**src/rtl/sigma_dac_mc.sv**
```systemverilog
// Multi-channel first-order sigma-delta DAC with a one-frame holding buffer and valid/ready intake.
// Define SIGMA_DAC_MC_DITHER_EN to add a 16-bit Galois LFSR dither bit into each modulator sum.
module sigma_dac_mc #(
  parameter int NBITS   = 16,
  parameter int NCH     = 2,
  parameter int CLK_DIV = 4,
  parameter int OSR     = 64
) (
  input  logic                 clk_i,
  input  logic                 rst_i,
  input  logic                 enable_i,
  input  logic                 mute_i,
  input  logic                 valid_i,
  input  logic [NCH*NBITS-1:0] data_i,
  output logic                 ready_o,
  input  logic                 underrun_clr_i,
  output logic                 underrun_o,
  output logic [NCH-1:0]       dout_o
);

  localparam int FW    = NCH * NBITS;
  localparam int DIV_W = (CLK_DIV > 1) ? $clog2(CLK_DIV) : 1;
  localparam int SMP_W = (OSR > 1) ? $clog2(OSR) : 1;

  localparam logic [DIV_W-1:0] DIV_LAST = DIV_W'(CLK_DIV - 1);
  localparam logic [SMP_W-1:0] SMP_LAST = SMP_W'(OSR - 1);
  localparam logic [NBITS-1:0] SIGN_BIT = {1'b1, {(NBITS-1){1'b0}}};

  logic [DIV_W-1:0]            div_q, div_d;
  logic [SMP_W-1:0]            smp_q, smp_d;
  logic                        ready_q, ready_d;
  logic [FW-1:0]               hold_q, hold_d;
  logic [FW-1:0]               active_q, active_d;
  logic [NCH-1:0][NBITS-1:0]   acc_q, acc_d;
  logic [NCH-1:0]              dout_q, dout_d;
  logic                        underrun_q, underrun_d;

  logic                        tick;
  logic                        boundary;
  logic                        accept;
  logic                        underrun_set;
  logic [NCH-1:0]              dith;
  logic [NCH-1:0][NBITS:0]     sum_w;

  assign tick     = enable_i && (div_q == DIV_LAST);
  assign boundary = tick && (smp_q == SMP_LAST);
  assign accept   = valid_i && ready_q;

`ifdef SIGMA_DAC_MC_DITHER_EN
  logic [15:0] lfsr_q, lfsr_d;

  always_comb begin
    lfsr_d = lfsr_q;
    if (tick) begin
      lfsr_d = {1'b0, lfsr_q[15:1]} ^ (lfsr_q[0] ? 16'hB400 : 16'h0000);
    end
    for (int c = 0; c < NCH; c++) begin
      dith[c] = lfsr_q[c % 16];
    end
  end

  always_ff @(posedge clk_i or posedge rst_i) begin
    if (rst_i) lfsr_q <= 16'hACE1;
    else       lfsr_q <= lfsr_d;
  end
`else
  assign dith = '0;
`endif

  // Tick/sample counters; disabling parks both at zero so a restart is phase-aligned.
  always_comb begin
    div_d = div_q;
    smp_d = smp_q;
    if (!enable_i) begin
      div_d = '0;
      smp_d = '0;
    end else begin
      div_d = tick ? '0 : div_q + DIV_W'(1);
      if (tick) smp_d = boundary ? '0 : smp_q + SMP_W'(1);
    end
  end

  // NOTE: every variable gets a default at the top of an always_comb so no path can infer a latch.
  always_comb begin
    hold_d       = hold_q;
    ready_d      = ready_q;
    active_d     = active_q;
    underrun_set = 1'b0;
    if (boundary) begin
      if (!ready_q) begin
        active_d = mute_i ? '0 : hold_q;
        ready_d  = 1'b1;
      end else if (accept) begin
        active_d = mute_i ? '0 : data_i;
      end else begin
        if (mute_i) active_d = '0;
        underrun_set = 1'b1;
      end
    end else if (accept) begin
      hold_d  = data_i;
      ready_d = 1'b0;
    end
    if (underrun_clr_i)    underrun_d = 1'b0;
    else if (underrun_set) underrun_d = 1'b1;
    else                   underrun_d = underrun_q;
  end

  // Modulator: offset-binary input summed into an NBITS accumulator; the carry is the output bit.
  always_comb begin
    acc_d  = acc_q;
    dout_d = dout_q;
    sum_w  = '0;
    for (int c = 0; c < NCH; c++) begin
      sum_w[c] = {1'b0, acc_q[c]}
               + {1'b0, active_q[c*NBITS +: NBITS] ^ SIGN_BIT}
               + (NBITS+1)'(dith[c]);
      if (!enable_i) begin
        acc_d[c]  = '0;
        dout_d[c] = 1'b0;
      end else if (tick) begin
        acc_d[c]  = sum_w[c][NBITS-1:0];
        dout_d[c] = sum_w[c][NBITS];
      end
    end
  end

  // NOTE: state updates use non-blocking assignments so every flop samples pre-edge values.
  always_ff @(posedge clk_i or posedge rst_i) begin
    if (rst_i) begin
      div_q      <= '0;
      smp_q      <= '0;
      ready_q    <= 1'b1;
      hold_q     <= '0;
      active_q   <= '0;
      acc_q      <= '0;
      dout_q     <= '0;
      underrun_q <= 1'b0;
    end else begin
      div_q      <= div_d;
      smp_q      <= smp_d;
      ready_q    <= ready_d;
      hold_q     <= hold_d;
      active_q   <= active_d;
      acc_q      <= acc_d;
      dout_q     <= dout_d;
      underrun_q <= underrun_d;
    end
  end

  assign ready_o    = ready_q;
  assign underrun_o = underrun_q;
  assign dout_o     = dout_q;

endmodule

```
**config.mk**
```make
export PLATFORM = sky130hd
export DESIGN_NAME = sigma_dac_mc
export DESIGN_NICKNAME = d
export VERILOG_FILES = /design/src/rtl/sigma_dac_mc.sv
export SDC_FILE = /design/constraint.sdc
export NUM_CORES = 1
export LEC_CHECK = 0
export BUFFER_PORTS_ARGS = -buffer_cell sky130_fd_sc_hd__buf_2
export CAP_MARGIN = 10
export CELL_PAD_IN_SITES_DETAIL_PLACEMENT = 2
export CELL_PAD_IN_SITES_GLOBAL_PLACEMENT = 2
export CORE_ASPECT_RATIO = 0.7
export CORE_MARGIN = 1.5
export CORE_UTILIZATION = 35
export CTS_BUF_LIST = sky130_fd_sc_hd__clkbuf_2 sky130_fd_sc_hd__clkbuf_4 sky130_fd_sc_hd__clkbuf_8
export CTS_CLUSTER_DIAMETER = 60
export DETAILED_ROUTE_END_ITERATION = 8
export HOLD_SLACK_MARGIN = 0.05
export PLACE_DENSITY_LB_ADDON = 0.08
export SLEW_MARGIN = 40
export SYNTH_ARGS = -nofsm -noshare
export SYNTH_HDL_FRONTEND = slang
export SYNTH_SLANG_ARGS = --single-unit
export TNS_END_PERCENT = 1
```
**constraint.sdc**
```tcl
create_clock -name clk_i -period 6.3 [get_ports clk_i]
set_input_delay 0 -clock clk_i [delete_from_list [all_inputs] [get_ports clk_i]]
set_output_delay 0 -clock clk_i [all_outputs]
set_load 0.01 [all_outputs]
```
# == After elaboration in Yosys (flattened, before gate mapping) ==
# Cells that the tools add are included.
# word_totals
regBits,108
output_inout_bits,4
elab_cells,52
# op_classes
add_sub_neg,4
n_eq_ne,4
mux,25
bitwise,3
reduce_logical,7
# ops
operator,count
32-bit two-way mux,5
16-bit two-way mux,4
16-bit by 16-bit adder with 17-bit output,2
6-bit two-way mux,3
1-bit two-way mux,11
"6-bit by 1-bit adder with 6-bit output, second input constant",1
"6-bit == test, second input constant",1
2-bit two-way mux,2
2-bit AND reduction,2
2-bit nonzero test,2
1-bit logical AND,3
"3-bit by 2-bit != test with 1-bit output, second input constant",1
1-bit inverter,3
"2-bit by 1-bit adder with 2-bit output, second input constant",1
"2-bit == test, second input constant",1
"2-bit by 1-bit != test with 1-bit output, second input constant",1

# == Depth between registers and ports, before layout ==
# Gate-level depths: netlist of run 1.
# depth
word_depth,6
ltp_mapped,9
depth_no_buf,9

# == Least setup slack after synthesis of run 1 ==
# Ideal clock, no wire load.
# synth_path
path_kind,reg-to-reg
startpoint,register active_q[16]
endpoint,register acc_q[24] in the netlist's numbering
t_arrival_ps,1934
t_required_ps,6178
slack_ps,4244
path_stages_with_launch,10
cell_sequence,dfrtp_1 > ha_1 > inv_1 > fa_1 > nor2b_4 > o31a_4 > o21ai_4 > a21oi_2 > or3_1 > a32o_1
# synth_between
elab_chain_len,3
# synth_lines
item,line_no,text
start: declaration,33,"logic [FW-1:0] active_q, active_d;"
start signal: assignment,143,active_q <= active_d;
16-bit by 16-bit adder with 17-bit output,115,"+ {1'b0, active_q[c*NBITS +: NBITS] ^ SIGN_BIT}"
16-bit two-way mux,120,end else if (tick) begin
16-bit two-way mux,117,if (!enable_i) begin
end signal: assignment,135,acc_q <= '0;
end signal: assignment,144,acc_q <= acc_d;
end: declaration,34,"logic [NCH-1:0][NBITS-1:0] acc_q, acc_d;"
# No other way between the ends. The select of a mux whose other input is x is not followed.
# A chain may end at the register's enable or synchronous reset.

# == Worst setup path in the final report of run 1 ==
# layout_path
startpoint,register div_q[0]
endpoint,register active_q[9]
# layout_between
elab_chain_len,4
# layout_lines
item,line_no,text
start: declaration,29,"logic [DIV_W-1:0] div_q, div_d;"
start signal: assignment,139,div_q <= div_d;
2-bit == test,45,assign tick = enable_i && (div_q == DIV_LAST);
1-bit logical AND,45,
1-bit logical AND,46,assign boundary = tick && (smp_q == SMP_LAST);
2-bit AND reduction (no line),-,
# No other way between the ends.

==> results of run 1 <==
==> final timing paths <==
kind                           endpoint  slack (ps)     start  cells past startpoint
max in group asynchronous  active_q[26]        5060     rst_i                      4
setup reg to reg            active_q[9]        3370  div_q[0]                      7
min in group asynchronous      acc_q[1]         160     rst_i                      3
hold reg to reg                div_q[0]         450  div_q[0]                      1
setup / recovery            active_q[9]        3370  div_q[0]                      7
hold / removal               underrun_o         100   valid_i                      4
==> layout make-up <==
cell class,instances,area (sq um)
multi-input combinational,471,3370
timing repair buffer,79,579
inverter,19,73.8
fill,1819,10200
clock inverter,4,31.3
sequential,108,2710
clock buffer,12,159
tap,231,289
==> cells by family (layout without fill, tap and decap cells) <==
logic type	count (synthesis)	count (layout)	share of synthesized area
AO/OA/AOI/OAI	188	188	0.212
XOR/XNOR	13	13	0.0181
adder cells (fa/ha/maj)	36	36	0.0740
buffers and inverters	53	114	0.0364
flip-flops	108	108	0.430
multiplexers	42	42	0.0732
AND/OR/NAND/NOR	192	192	0.157
==> sequential cells by signal, indices dropped and copies added (netlist names) <==
register    flops
acc_q          32
active_q       32
div_q           2
dout_o          2
hold_q         32
ready_o         1
smp_q           6
underrun_o      1
==> layout by cell type, fill, tap and decap left out, types with 3 or more instances in the layout <==
master / n
ha_1: 34
nor2b_1: 48
mux2i_1: 10
a211oi_1: 6
o21bai_1: 3
xnor2_1: 11
a211o_1: 4
mux2_2: 32
o2111ai_1: 3
and2_1: 5
nor3_1: 8
nand2_1: 71
a21boi_0: 3
buf_4: 3
nor2_1: 17
o21ai_2: 3
inv_1: 18
dlygate4sd3_1: 34
o31ai_1: 35
a31oi_1: 18
a21o_1: 10
o21ai_0: 21
o21a_1: 8
buf_2: 41
a21oi_1: 43
o211ai_1: 8
or3_1: 8
dfrtp_1: 107
clkbuf_8: 11
nand3_1: 13
nand4_1: 6
==> worst max-delay path: cells and delay by family, from the launching register on <==
family	cells	cell delay, ps
compound gates	2	550
fa+ha+maj	1	150
buf+inv	2	750
simple gates	2	1000
flops	1	370
==> repair_timing <==
item / CTS / global route
hold buffers: 34 / 0
hold endpoints to repair: 92 / 0
gates resized for setup: 0 / 0
==> power groups by stage <==
stage          logic [W]  registers (W)  clock network, W
4_1_cts        0.0000967       0.000703          0.000450
6_report       0.0000954       0.000703          0.000432
5_1_grt         0.000107       0.000704          0.000474
3_5_place_dp   0.0000807       0.000716                 0
3_3_place_gp   0.0000772       0.000716                 0
2_1_floorplan  0.0000466       0.000715                 0
==> metal layers <==
metal / wire, um / track usage / share of wire
met1: 9980 / 0.312 / 0.55
met5: 0 / 0 / 0
met4: 161 / 0.0489 / 0.0089
met2: 7630 / 0.313 / 0.42
met3: 370 / 0.0317 / 0.020
==> through the flow <==
step	std cells	instance area [sq um]
floorplan	632	6290
global placement	874	6670
detailed placement	874	6670
CTS	924	7200
global route	924	7210
finish	924	7210
==> results_dict.tcl, run 1 <==
set metrics [dict create \
    globalRouteTotalUtil 0.208 \
    leakagePower_nw 3.30 \
    synthTopCellsByCount "dfrtp_1, nand2_1, nor2b_1" \
    drive_gt1_frac 0.170 \
    rsz0062_at_grt "no" \
    async_flop_share 1.00 \
    final.period_utilization 0.465 \
    synth-seq-area-share 0.430 \
    synth_most_common_cell "dfrtp_1" \
    syn_nets 706 \
    start_kind "register" \
    hold_viol_final 0 \
    p_seq_frac 0.571 \
    crit_chain "ha_1, buf_4, nand2_1, nor2_1, o21ai_4, buf_4, o31ai_1" \
    cp_max_fo 37 \
    cts_root_buf "clkbuf_8" \
    setup_viol 0 \
    clk_pin_slew_ps 110 \
    syn_area_sq_um 6290 \
    max_freq_mhz 341 \
    whs_ps 104 \
    power_w 0.00123 \
    viasPerCell 5.40 \
    synth_edf_count 0 \
    fin_tns_setup_ps 0 \
    cpMostUsedCell "buf_4" \
    crit_path_end_kind "register" \
    drt_wl_total_um 18100 \
    die_h_um 115 \
    drtPass1Iterations 4 \
    dp_worst_setup_slack_ps 3380 \
    synth_top_area_cell "dfrtp_1" \
    core_area_sq_um 17400 \
    grt-ovfl-total 0 \
    worst_skew_pair.late_latency_ps 400 \
    slowest_delay_ps 570 \
    ys_ff_latch 108 \
    ys_warn_count 0 \
    first_global_vias 5505 \
    cts.path.max_buffers 2 \
    synth_cell_types 63 \
    cap_violations 0 \
    ios 42 \
    final.min_clock_period_ps 2930 \
    synth_flop_cell "dfrtp_1" \
    dieArea_sq_um 18800 \
    drt_first_iter_violations 297 \
    post_cts_buffers 0 \
    syn_inst 632 \
    avgSynthCellArea_sq_um 9.96 \
    cts_tree "done" \
    drv_slew 0 \
    ir_drop_uv 94.6 \
    p_int_w 0.000909 \
    power_density_nw_per_um2 171 \
    ant_nets 0 \
    outcome "completed" \
    p_clk_frac 0.351 \
    port_buffers 41 \
    n_antenna_cell 0 \
    antenna_found_initial 0 \
    cp.arrival_ps 3220 \
    setup_ws_ps 3370 \
    fin_nets 762 \
    final_util 0.415 \
    drc 0 \
    grt_pass1_wl_um 30100 \
    power_frac_comb 0.078 \
    crit_path_top_delay_cell "nand2_1" \
    hpwl_um 12700 \
    swShare 0.261 \
    vias 4987 \
    grt_max_degree 81 \
    num_rows 40 \
    hold_path.class "in2reg" \
    fp.dieW_um 163 \
    fin_skew_ps 14.4 \
    worstMarginPinSlew_ps 743 \
    synth_top_area_frac 0.426 \
    cts_sinks 108 \
    numCtsBuffers 9 \
    switchingPower_w 0.000321 \
    required_ps 6590 \
    htree_levels 3 \
    wl_per_cell_um 19.6 \
    critPathKind "reg2reg" \
    place_congestion 0.750 \
    synth_area_leaders "dfrtp_1, ha_1, mux2_2, nor2b_1, nand2_1" \
    initial_core_util 0.362 \
    syn_to_final_growth_pct 14.5 \
    slew_headroom 0.504 \
]
No activity file was read; power rests on OpenSTA's default activity.
==> run 2, diff against run 1 <==
==> constraint.sdc (replaced) <==
create_clock -name clk_i -period 2.75 [get_ports clk_i]
set_input_delay 0 -clock clk_i [delete_from_list [all_inputs] [get_ports clk_i]]
set_output_delay 0 -clock clk_i [all_outputs]
set_load 0.01 [all_outputs]
==> results_dict.tcl, run 2 (same netlist as run 1, synthesis figures left out) <==
set metrics [dict create \
    final_cell_mix "dfrtp_1, nand2_1, nor2b_1, a21oi_1, buf_2" \
    outcome "completed" \
    wl_met1_um 10200 \
    crit_path_top_delay_cell "or3_1" \
    slowest_delay_ps 420 \
    whs_ps 121 \
    first_global_vias 5569 \
    worstMarginPinSlew_ps 753 \
    fin_nets 769 \
    wl_met2_um 7870 \
    max_freq_mhz 426 \
    wl_per_cell_um 20.2 \
    hpwl_um 13200 \
    fp.dieW_um 163 \
    required_ps 3080 \
    final.period_utilization 0.853 \
    largestRegisters "acc_q (32), active_q (32), hold_q (32)" \
    crit_path_end_kind "register" \
    viasPerCell 5.43 \
    layout_commonest_cell "dfrtp_1" \
    fin_skew_ps 19.1 \
    leakagePower_nw 3.33 \
    die_h_um 115 \
    hold_path.class "in2reg" \
    initial_core_util 0.362 \
    cp.arrival_ps 2670 \
    drtPass1Iterations 4 \
    num_rows 40 \
    dieArea_sq_um 18800 \
    core_area_sq_um 17400 \
    drive_gt1_frac 0.179 \
    worst_skew_pair.late_latency_ps 400 \
    port_buffers 41 \
    htree_levels 3 \
    cts_tree "done" \
    fin_tns_setup_ps 0 \
    cts_hold_buffers 34 \
    drt_wl_total_um 18800 \
    crit_chain "ha_1, inv_1, fa_1, nor2b_4, o31a_1, o21ai_1, a211oi_2, or3_1, o211ai_2" \
    hold_viol_final 0 \
    globalRouteTotalUtil 0.213 \
    slew_headroom 0.496 \
    drv_slew 0 \
    cts_sinks 108 \
    cts.path.max_buffers 2 \
    cap_violations 0 \
    seqCellArea_sq_um 2700 \
    grt_max_degree 60 \
    grt-ovfl-total 0 \
    met3RoutedLength_um 607 \
    cp_max_fo 3 \
    setup_viol 0 \
    nFillCells 1813 \
    critPathKind "reg2reg" \
    ios 42 \
    setup_ws_ps 404 \
    drt_first_iter_violations 229 \
    power_density_nw_per_um2 390 \
    numCtsBuffers 9 \
    place_congestion 0.770 \
    power_w 0.00283 \
    ant_nets 0 \
    cts_root_buf "clkbuf_8" \
    highest_layer "met4" \
    final_util 0.419 \
    final.min_clock_period_ps 2350 \
    dp_worst_setup_slack_ps 416 \
    antenna_found_initial 0 \
    n_antenna_cell 0 \
    rsz0062_at_grt "no" \
    post_cts_buffers 0 \
    clk_pin_slew_ps 120 \
    drc 0 \
    syn_to_final_growth_pct 15.6 \
    ir_drop_uv 214 \
    vias 5053 \
    multi_input_area_sq_um 3370 \
    start_kind "register" \
    ctsResizeCount 0 \
    grt_pass1_wl_um 30600 \
]
-- run 2: critical path, delay by kind of cell (launching register included) --
| kind | cells | cell delay, ps |
|---|---|---|
| adder cells (fa/ha/maj) | 2 | 470 |
| buffers and inverters | 1 | 90 |
| AO/OA/AOI/OAI | 4 | 850 |
| AND/OR/NAND/NOR | 2 | 480 |
| flip-flops | 1 | 390 |
-- run 2: stage by stage --
stage	instances	area, sq um
2_1_floorplan	632	6300
3_3_place_gp	881	6750
3_5_place_dp	881	6750
4_1_cts	931	7280
5_1_grt	931	7280
6_report	931	7280
-- run 2: cell type report --
class,count,share of cell area
clock inverter,5,0.00585
sequential,108,0.372
multi-input combinational,471,0.463
clock buffer,11,0.0199
tap,231,0.0397
timing repair buffer,86,0.0898
inverter,19,0.0103
-- run 2: power by group --
group	leakage [nW]	switching, W	internal, W	total (W)
sequential	1.50	0.00000947	0.00160	0.00161
clock	0.0944	0.000618	0.000378	0.000996
combinational	1.74	0.000136	0.0000918	0.000228
total	3.33	0.000764	0.00207	0.00283
-- run 2: path summary, 6_finish.rpt --
kind                              from   endpoint  slack, ps  cells past startpoint
min reg2reg                   div_q[0]   div_q[0]        460                      1
min                           enable_i    ready_o        120                      3
max in group asynchronous        rst_i    ready_o       1720                      4
min in group asynchronous        rst_i  hold_q[9]        240                      3
max reg2reg                active_q[0]  acc_q[14]        400                      9
max                        active_q[0]  acc_q[14]        400                      9
-- run 2: routing by layer --
| metal | GRT usage | up-vias |
|---|---|---|
| met5 | 0 | - |
| met4 | 0.0428 | 0 |
| met3 | 0.0364 | 12 |
| met2 | 0.318 | 65 |
| met1 | 0.323 | 2556 |
| li1 | - | 2420 |
==> run 3, diff against run 2 <==
--- a/config.mk
+++ b/config.mk
@@ -11,7 +11,7 @@
 export CELL_PAD_IN_SITES_GLOBAL_PLACEMENT = 2
 export CORE_ASPECT_RATIO = 0.7
 export CORE_MARGIN = 1.5
-export CORE_UTILIZATION = 35
+export CORE_UTILIZATION = 25
 export CTS_BUF_LIST = sky130_fd_sc_hd__clkbuf_2 sky130_fd_sc_hd__clkbuf_4 sky130_fd_sc_hd__clkbuf_8
 export CTS_CLUSTER_DIAMETER = 60
 export DETAILED_ROUTE_END_ITERATION = 8
==> constraint.sdc (replaced) <==
create_clock -name clk_i -period 2.75 [get_ports clk_i]
set_input_delay 0 -clock clk_i [delete_from_list [all_inputs] [get_ports clk_i]]
set_output_delay 0 -clock clk_i [all_outputs]
set_load 0.05 [all_outputs]
==> results_dict.tcl, run 3 (same netlist as run 1, synthesis figures left out) <==
set metrics [dict create \
    outcome "completed" \
    p_seq_frac 0.567 \
    fin_skew_ps 12.3 \
    cp_max_fo 3 \
    power_density_nw_per_um2 384 \
    max_freq_mhz 430 \
    syn_to_final_growth_pct 17.6 \
    place_congestion 0.735 \
    min_from "valid_i" \
    grt-ovfl-total 0 \
    hold_viol_final 0 \
    reg2reg_depth 9 \
    drive_gt1_frac 0.179 \
    grt_max_degree 65 \
    drt_wl_total_um 19200 \
    start_kind "register" \
    post_cts_buffers 0 \
    final_cell_mix "dfrtp_1, nand2_1, nor2b_1, a21oi_1, buf_2" \
    num_rows 48 \
    numCtsBuffers 9 \
    ir_drop_uv 216 \
    leakagePower_nw 3.33 \
    die_h_um 136 \
    slew_headroom 0.556 \
    rsz0062_at_grt "no" \
    reg2reg_to "dout_o[0]" \
    cap_violations 0 \
    worstMarginPinSlew_ps 666 \
    wl_per_cell_um 18.7 \
    nFillCells 2735 \
    cp_top_family "compound AO/OA/AOI/OAI gates" \
    cts_root_buf "clkbuf_8" \
    htree_levels 3 \
    whs_ps 136 \
    worst_skew_pair.late_latency_ps 400 \
    path_buf_inv 1 \
    p_int_w 0.00208 \
    fp.dieW_um 193 \
    fin_tns_setup_ps 0 \
    cp.arrival_ps 2650 \
    regToRegSetupSlack_ps 420 \
    first_global_vias 5363 \
    port_buffers 41 \
    n_antenna_cell 0 \
    drtPass1Iterations 4 \
    largestRegisters "acc_q (32), active_q (32), hold_q (32)" \
    drv_slew 0 \
    critPathKind "reg2reg" \
    ant_nets 0 \
    vias 5053 \
    power_w 0.00284 \
    required_ps 3080 \
    drt_first_iter_violations 251 \
    hold-path-cell-count 4 \
    p_clk_frac 0.349 \
    whs_endpoint "underrun_o" \
    antenna_found_initial 0 \
    crit_chain "ha_1, inv_1, fa_1, nor2b_4, o31a_1, o21ai_1, a211oi_2, o21ai_0, a31oi_1" \
    final.period_utilization 0.846 \
    crit_path_top_delay_cell "fa_1" \
    crit_path_end_kind "register" \
    cts_sinks 108 \
    grt_pass1_wl_um 31200 \
    fin_nets 771 \
    power_frac_comb 0.084 \
    drc 0 \
    viasPerCell 4.92 \
    setup_viol 0 \
    globalRouteTotalUtil 0.158 \
    final.min_clock_period_ps 2330 \
    dieArea_sq_um 26100 \
    core_area_sq_um 24700 \
    ios 42 \
    swShare 0.269 \
    timing.rr.start "active_q[0]" \
    clk_pin_slew_ps 110 \
    switchingPower_w 0.000763 \
    slowest_delay_ps 420 \
    setup_ws_ps 422 \
    dp_worst_setup_slack_ps 365 \
    initial_core_util 0.255 \
    hold_path.class "in2reg" \
    hpwl_um 14100 \
    cts.path.max_buffers 2 \
    layout_commonest_cell "dfrtp_1" \
    cts_tree "done" \
]
run 3: worst max-delay path by stage:
stage                             from        end  slack [ps]  depth (start not counted)
final                      active_q[0]  dout_o[0]         420                          9
after global routing       active_q[0]  dout_o[0]         210                          9
after CTS                  active_q[0]  dout_o[0]         350                          9
after detailed placement   active_q[0]  dout_o[0]         370                          9
after global placement     active_q[0]  dout_o[0]         460                          9
after floorplan           active_q[16]  acc_q[24]         690                          9
run 3: power by group through the flow:
stage | Combinational [W] | Clock, W | Sequential [W]
finish | 0.000238 | 0.000991 | 0.00161
global route | 0.000266 | 0.00110 | 0.00161
CTS | 0.000244 | 0.00105 | 0.00161
detailed placement | 0.000206 | 0 | 0.00164
global placement | 0.000200 | 0 | 0.00164
floorplan | 0.000107 | 0 | 0.00165
run 3: layer usage:
| metal | vias up | global-route usage | wire length, um | share of wire |
|---|---|---|---|---|
| li1 | 2418 | - | - | - |
| met1 | 2569 | 0.248 | 10800 | 0.56 |
| met2 | 54 | 0.217 | 7740 | 0.40 |
| met3 | 12 | 0.0311 | 469 | 0.024 |
| met4 | 0 | 0.0340 | 165 | 0.0086 |
| met5 | - | 0 | 0 | 0 |
run 3: final cells by class:
type / count / area [sq um] / share of cell area
clock buffers: 12 / 153 / 0.0206
clock inverters: 4 / 33.8 / 0.00457
inverters: 19 / 75.1 / 0.0101
multi-input cells: 471 / 3370 / 0.455
flip-flops and latches: 108 / 2700 / 0.366
well taps: 325 / 407 / 0.0550
repair buffers: 88 / 658 / 0.0890
run 3: tightest hold or removal path: stages:
cell	delay, ps
buf_2	210
inv_1	110
a31oi_1	100
nor2_1	80
run 3: what timing repair did:
item | in CTS | in global routing
resized for setup | 0 | 0
hold buffers | 35 | 0
endpoints found under the hold margin | 94 | 0
run 3: through the flow:
stage,area [sq um],cells,util
floorplan,6300,632,-
global placement,6860,976,0.278
detailed placement,6860,976,0.278
CTS,7400,1027,0.300
global route,7400,1027,0.300
finish,7400,1027,0.300
